## src/rtl/aes_round_key_store.sv

```systemverilog
// AES-128 round-key buffer: random-order writes, forward/reverse streamed reads.
// Define AES_RKS_REVERSE_EN to honour dir (decryption order); otherwise streams are forward only.

module aes_rks_entry #(
  parameter int KW = 128
) (
  input  logic          clk,
  input  logic          rst_n,
  input  logic          we,
  input  logic [KW-1:0] din,
  output logic [KW-1:0] q
);
  logic [KW-1:0] key_q, key_d;

  always_comb begin
    key_d = key_q;
    if (we) key_d = din;
  end

  always_ff @(posedge clk or negedge rst_n) begin
    if (!rst_n) key_q <= '0;
    else        key_q <= key_d;
  end

  assign q = key_q;
endmodule

module aes_round_key_store #(
  parameter int NR = 10,
  parameter int KW = 128
) (
  input  logic          clk,
  input  logic          rst_n,
  input  logic          wr_en,
  input  logic [3:0]    wr_idx,
  input  logic [KW-1:0] wr_key,
  input  logic          clear,
  output logic          keys_ready,
  input  logic          start,
  input  logic          dir,
  output logic          busy,
  output logic          rk_valid,
  input  logic          rk_ready,
  output logic [3:0]    rk_idx,
  output logic [KW-1:0] rk_key,
  output logic          rk_last,
  output logic          wr_err
);
  localparam logic [3:0] LAST = 4'(NR);

  typedef enum logic {S_IDLE, S_STREAM} state_t;

  state_t            state_q, state_d;
  logic [3:0]        ptr_q, ptr_d;
  logic [NR:0]       mask_q, mask_d;
  logic              keys_ready_q, keys_ready_d;
  logic              wr_err_q, wr_err_d;
  logic [NR:0]       we;
  logic [NR:0][KW-1:0] mem_q;
  logic [KW-1:0]     key_sel;
  logic              streaming, wr_ok, go, hs, rev, last_w, start_rev;

  assign streaming = (state_q == S_STREAM);
  assign wr_ok     = wr_en && !clear && !streaming && (wr_idx <= LAST);
  assign go        = !streaming && start && keys_ready_q && !clear;
  assign hs        = streaming && rk_ready;

`ifdef AES_RKS_REVERSE_EN
  logic dir_q, dir_d;

  always_comb begin
    dir_d = dir_q;
    if (go) dir_d = dir;
  end

  always_ff @(posedge clk or negedge rst_n) begin
    if (!rst_n) dir_q <= 1'b0;
    else        dir_q <= dir_d;
  end

  assign rev       = dir_q;
  assign start_rev = dir;
`else
  logic unused_dir;
  assign unused_dir = dir;
  assign rev        = 1'b0;
  assign start_rev  = 1'b0;
`endif

  // One entry per round index; write enables decoded from wr_idx.
  for (genvar i = 0; i <= NR; i++) begin : g_ent
    assign we[i] = wr_ok && (wr_idx == 4'(i));
    aes_rks_entry #(.KW(KW)) u_ent (
      .clk   (clk),
      .rst_n (rst_n),
      .we    (we[i]),
      .din   (wr_key),
      .q     (mem_q[i])
    );
  end

  always_comb begin
    key_sel = '0;
    for (int i = 0; i <= NR; i++)
      if (ptr_q == 4'(i)) key_sel = mem_q[i];
  end

  assign last_w = rev ? (ptr_q == 4'd0) : (ptr_q == LAST);

  always_comb begin
    mask_d       = clear ? '0 : (mask_q | we);
    keys_ready_d = clear ? 1'b0 : (&mask_q);
    wr_err_d     = wr_en && ((wr_idx > LAST) || streaming);
  end

  // clear wins over start and over the handshake advance.
  always_comb begin
    state_d = state_q;
    ptr_d   = ptr_q;
    if (clear) begin
      state_d = S_IDLE;
    end else begin
      case (state_q)
        S_IDLE: if (go) begin
          state_d = S_STREAM;
          ptr_d   = start_rev ? LAST : 4'd0;
        end
        S_STREAM: if (hs) begin
          if (last_w) state_d = S_IDLE;
          else        ptr_d   = rev ? (ptr_q - 4'd1) : (ptr_q + 4'd1);
        end
        default: state_d = S_IDLE;
      endcase
    end
  end

  always_ff @(posedge clk or negedge rst_n) begin
    if (!rst_n) begin
      state_q      <= S_IDLE;
      ptr_q        <= 4'd0;
      mask_q       <= '0;
      keys_ready_q <= 1'b0;
      wr_err_q     <= 1'b0;
    end else begin
      state_q      <= state_d;
      ptr_q        <= ptr_d;
      mask_q       <= mask_d;
      keys_ready_q <= keys_ready_d;
      wr_err_q     <= wr_err_d;
    end
  end

  assign keys_ready = keys_ready_q;
  assign wr_err     = wr_err_q;
  assign busy       = streaming;
  assign rk_valid   = streaming;
  assign rk_idx     = streaming ? ptr_q : 4'd0;
  assign rk_key     = streaming ? key_sel : '0;
  assign rk_last    = streaming && last_w;
endmodule
```

## config.mk

```make
export PLATFORM = sky130hd
export DESIGN_NAME = aes_round_key_store
export DESIGN_NICKNAME = d
export VERILOG_FILES = /design/src/rtl/aes_round_key_store.sv
export SDC_FILE = /design/constraint.sdc
export NUM_CORES = 2
export LEC_CHECK = 0
export CORE_MARGIN = 1.5
export CORE_UTILIZATION = 60
export DETAILED_ROUTE_END_ITERATION = 10
export GPL_TIMING_DRIVEN = 0
export HOLD_SLACK_MARGIN = 0.06
export PLACE_DENSITY_LB_ADDON = 0.08
export SLEW_MARGIN = 20
export SYNTH_ARGS = -nofsm -noshare
export SYNTH_HDL_FRONTEND = slang
export SYNTH_HIERARCHICAL = 1
export SYNTH_SLANG_ARGS = --single-unit
```

## constraint.sdc

```tcl
create_clock -name clk -period 3.75 [get_ports clk]
set_input_delay 0.75 -clock clk [delete_from_list [all_inputs] [get_ports clk]]
set_output_delay 0.75 -clock clk [all_outputs]
set_load 0.02 [all_outputs]
```

Yosys cells after proc, flatten, opt, wreduce, memory -nomap -nowiden. Cells that the tools add are included.

Magnitude comparators: 2. Equality and inequality tests: 23. Add/sub/neg operators: 1. Reduce and logical (&&, ||, !) cells: 27. Multipliers: 0. Mux-type cells: 24. Shift-type cells: 0. Bitwise operators: 3. Div/mod/pow operators: 0.

Operators by type and width (count): two-way mux 128 bit (12); == test 4 x 3 -> 1 bit (second input constant) (8); == test 4 bit (second input constant) (6); logical AND 1 bit (20); == test 4 x 2 -> 1 bit (second input constant) (4); two-way mux 4 bit (4); two-way mux 11 bit (1); OR 11 bit (1); AND reduction 11 bit (1); == test 4 x 1 -> 1 bit (second input constant) (2); zero test 4 bit (2); case mux 4 bit (2 select lines) (1); two-way mux 1 bit (5); adder 4 x 1 -> 4 bit (second input constant) (1); greater-than comparator 4 bit (second input constant) (1); less-or-equal comparator 4 bit (second input constant) (1); != test 2 bit (second input constant) (2); AND reduction 4 bit (1); zero test 1 bit (2); != test 2 x 1 -> 1 bit (second input constant) (1); inverter 1 bit (2); case mux 1 bit (2 select lines) (1); logical OR 1 bit (1).

Bits in read-only memories: 0. Memories kept: 0. RAM bits: 0. Latch bits: 0. Register bits after elaboration: 1426. Word-level logic and storage cells: 96. Output and inout bits: 137.

Logic depth before layout (Yosys ltp).
Word-level depth: 13. Depth in mapped cells: 11.

Cells and area by module. Netlist, hierarchy kept.

By module, submodules not included: aes_rks_entry (area an instance 4822.1 um^2, cells an instance 270, sequential area each 3203.1 um^2, times used 11); aes_round_key_store (area an instance 12773.5 um^2, cells an instance 2128, sequential area each 450.4 um^2, times used 1).

Worst setup path before layout. OpenSTA, ideal clock, no wires.

Kind: flip-flop to output port. From: register ptr_q[0]. To: output port rk_key[52]. Path buffers: 4. Data arrival time: 2.041 ns. Setup slack: 0.959 ns. Stages on the path, launching flop included: 12. Cell sequence: dfrtp_1 inv_1 ha_1 buf_2 nand2b_1 buf_4 buf_6 buf_2 o22ai_1 a22oi_1 o211ai_1 a31oi_1.

Word-level cells in the longest chain between the ends: 13. Elaborated cells on any way between the ends: 23. Classes of those cells: eq/ne (10); mux (12); reduce/logical (1).

RTL lines: start, declared (RTL line 54) `logic [3:0] ptr_q, ptr_d;`; start signal, assigned (RTL line 146) `ptr_q <= ptr_d;`; zero test 4 bit; two-way mux 128 bit (10 in series) (RTL line 105) `if (ptr_q == 4'(i)) key_sel = mem_q[i];`; two-way mux 128 bit * (RTL line 105); two-way mux 128 bit * (RTL line 158) `assign rk_key = streaming ? key_sel : '0;`; end, declared (RTL line 45) `output logic [KW-1:0] rk_key,`.

Every way passes the cells marked *; elsewhere a longest branch is shown, timed or not.

Final worst setup path.
From: register ptr_q[0]. To: output port rk_key[123].

The elaborated chain is that of the path after synthesis.

==> impl_metrics.ini <==
[placed_design]
port_buffers = 272
hpwlAfterDp_um = 130400
placed_cells = 6797
gp_congestion = 0.8840

[yosys]
synthesis.area_mm2 = 0.06582
ys.flop_type = dfrtp_1
syn_nets = 5241
synth_area_leaders = dfrtp_1 (54%), mux2_2 (24%), o22ai_1 (2.4%), a21oi_1 (2.0%), clkbuf_8 (1.8%)
synthAdderAreaFrac = 0.0007604
synth_top_area_frac = 0.5422
yosys.area.top_type = dfrtp_1
synth-simple-area-share = 0.02234
yosysWarnings = 6
postSynthCellCount = 5098
yosysMostFrequentCell = dfrtp_1
synthDistinctLibCells = 57
synth_edf_count = 0
synth_xor_xnor_area_share = 0.0002661
ys_top_cells_by_count = dfrtp_1 (1426), mux2_2 (1409), a21oi_1 (267), nand2_1 (259), o22ai_1 (253)
synthMuxAreaShare = 0.2411
synth_compound_area_frac = 0.1410
synth-seq-cells = 1426
syn_area_per_cell_um2 = 12.91
async_reset_ff_frac = 1.000
synth_top_family_by_area = multiplexers
ys_seq_area_frac = 0.5422

[clocking]
clock_sinks = 1426
clkSlewWorstSetupHoldPaths_ns = 0.06
insertion_delay_ns = 0.77
htree_num_levels = 4
cts-root-buf = clkbuf_16
cts_tree = built
cts_buffers = 150
clock_path_buffers = 3

[worst_setup_path]
cp-start-kind = flop
regToRegStartpoint = busy
worstPathRequired_ns = 3.00
worstRegToRegCells = 7
reg2reg_to = g_ent[8].u_ent/q[55]
path_class = reg -> out
arrival_ns = 3.17
rrSetupSlack_ns = 1.00
crit_fanout = 10
endpoint_kind = output pin

[final_layout]
fill_cells = 7141
area_growth_pct = 23.11
nNetsFinal = 5759
utilization = 0.7444
layout-drive-gt1-share = 0.4600
layout.cells.non_filler = 7154

[timing]
drv_slew = 0
fin_ws_ns = -0.1683
max-slew-margin-rel = 0.4619
hold_slack_ns = 0.4994
clock.fmax_mhz = 255.2
setup_tns_ns = -6.747
final-setup-viol-count = 110
fin_crit_sh = 1.045
fin_worst_skew_ns = 0.01027
period_needed_ns = 3.918
rsz0062_at_grt = true
worst_pin_slew_ns = 0.8072
hold_viol_final = 0

[drt]
dr.pass1.iters = 6
first_iter_violations = 3960
drt-total-wl_um = 205500
wl_per_cell_um = 28.73
ant_nets = 0
drc = 0
num_vias = 47720
viasPerCell = 6.670

[die]
ios = 276
dieArea_mm2 = 0.1117
core_mm2 = 0.1089
die_x_um = 334.2
die_h_um = 334.2
row_count = 121
start_util = 0.6046

[pwr]
p_total_w = 0.04040
peakVddDrop_mv = 0.4199
power_density_mw_per_mm2 = 498.6
p_leak_nw = 34.44

[run_status]
violations = negative setup slack
status = complete, but fails checks

[global_route]
grt_pass1_wl_um = 298100
grt_usage = 0.3508
grt_max_degree = 149
antenna_found_initial = 19
grt_pass1_vias = 48120
gr-total-overflow = 0

[hold_path]
hold_end = mask_q[2]
min-delay-start = mask_q[2]
min_path_type = reg -> reg
min_path_cells = 2

[run]
drv_cap = 0
registers in the layout, indices dropped and copies added, names as in the netlist:
name / flops
wr_err: 1
keys_ready: 1
ptr_q: 4
g_ent.u_ent/q: 1408
busy: 1
mask_q: 11
routing by layer:
metal	global-route usage	part of all wire
met5	0	0.00067
met4	0.1483	0.048
met3	0.07886	0.078
met2	0.5540	0.47
met1	0.4691	0.41
power by group:
| part | internal, W | switching (W) |
|---|---|---|
| clock network | 0.00915 | 0.00623 |
| logic | 0.00289 | 0.00196 |
| registers | 0.0184 | 0.00181 |
placed cells by master (no fill, tap or decap), types with 133 or more instances in the layout:
cell and count:
buf_4 165, buf_6 133, clkdlybuf4s50_1 142, mux2_2 1409, o22ai_1 192, dfrtp_1 1423
o21ai_0 135, a21oi_1 241, clkbuf_16 188, nand2_1 253
metrics by stage:
stage	instance area, um^2	setup slack, ns
final	81030	-0.1683
after global routing	81020	-0.2095
after CTS	77360	-0.2390
after detailed placement	70680	-1.007
after global placement	70310	-62.67
after floorplan	65820	0.9588
repair_timing:
action                                   CTS  global route
endpoints found under the setup margin   132           395
setup buffers                             22            30
pin swaps                                 48           170
resized for setup                       1082           784
gates cloned                               7            31
hold endpoints to repair                 113             0
hold buffers                               1             0
worst max-delay path by stage:
stage,startpoint,to,slack (ns),cells past startpoint
after floorplan,ptr_q[0],rk_key[52],0.96,11
after global placement,rst_n,g_ent[6].u_ent/q[10],-62.67,1
after detailed placement,ptr_q[0],rk_key[98],-1.01,10
after CTS,ptr_q[0],rk_key[108],-0.24,12
after global routing,ptr_q[1],rk_key[62],-0.21,11
final,ptr_q[0],rk_key[123],-0.17,10
cell type report:
cell class / instances / area, um^2 / share of cell area
flip-flops and latches: 1426 / 35690 / 0.4404
multi-input cells: 3193 / 28990 / 0.3577
plain buffers: 463 / 4873 / 0.06015
repair buffers: 375 / 4536 / 0.05598
clock buffers: 229 / 4529 / 0.05590
well taps: 1414 / 1769 / 0.02183
clock inverters: 38 / 558.0 / 0.006887
inverters: 7 / 66.31 / 0.0008184
diodes: 9 / 22.52 / 0.0002779
kinds of logic after synthesis:
group | count (synthesis)
muxes | 1409
xor gates and xnor gates | 2
adders and majority gates | 4
AOI/OAI and AO/OA | 1426
buffers and inverters | 479
DFF | 1426
and+or+nand+nor | 352
critical path, cell delays in order (launching register included):
cell and delay (ns):
dfrtp_2 0.48, ha_4 0.25, nor2b_1 0.17, clkbuf_4 0.22, buf_12 0.19, buf_4 0.21, a32oi_1 0.10, o21ai_1 0.20
nand2_1 0.15, a31oi_4 0.26, buf_6 0.15
Note: power is estimated with default switching activity, not from simulation.
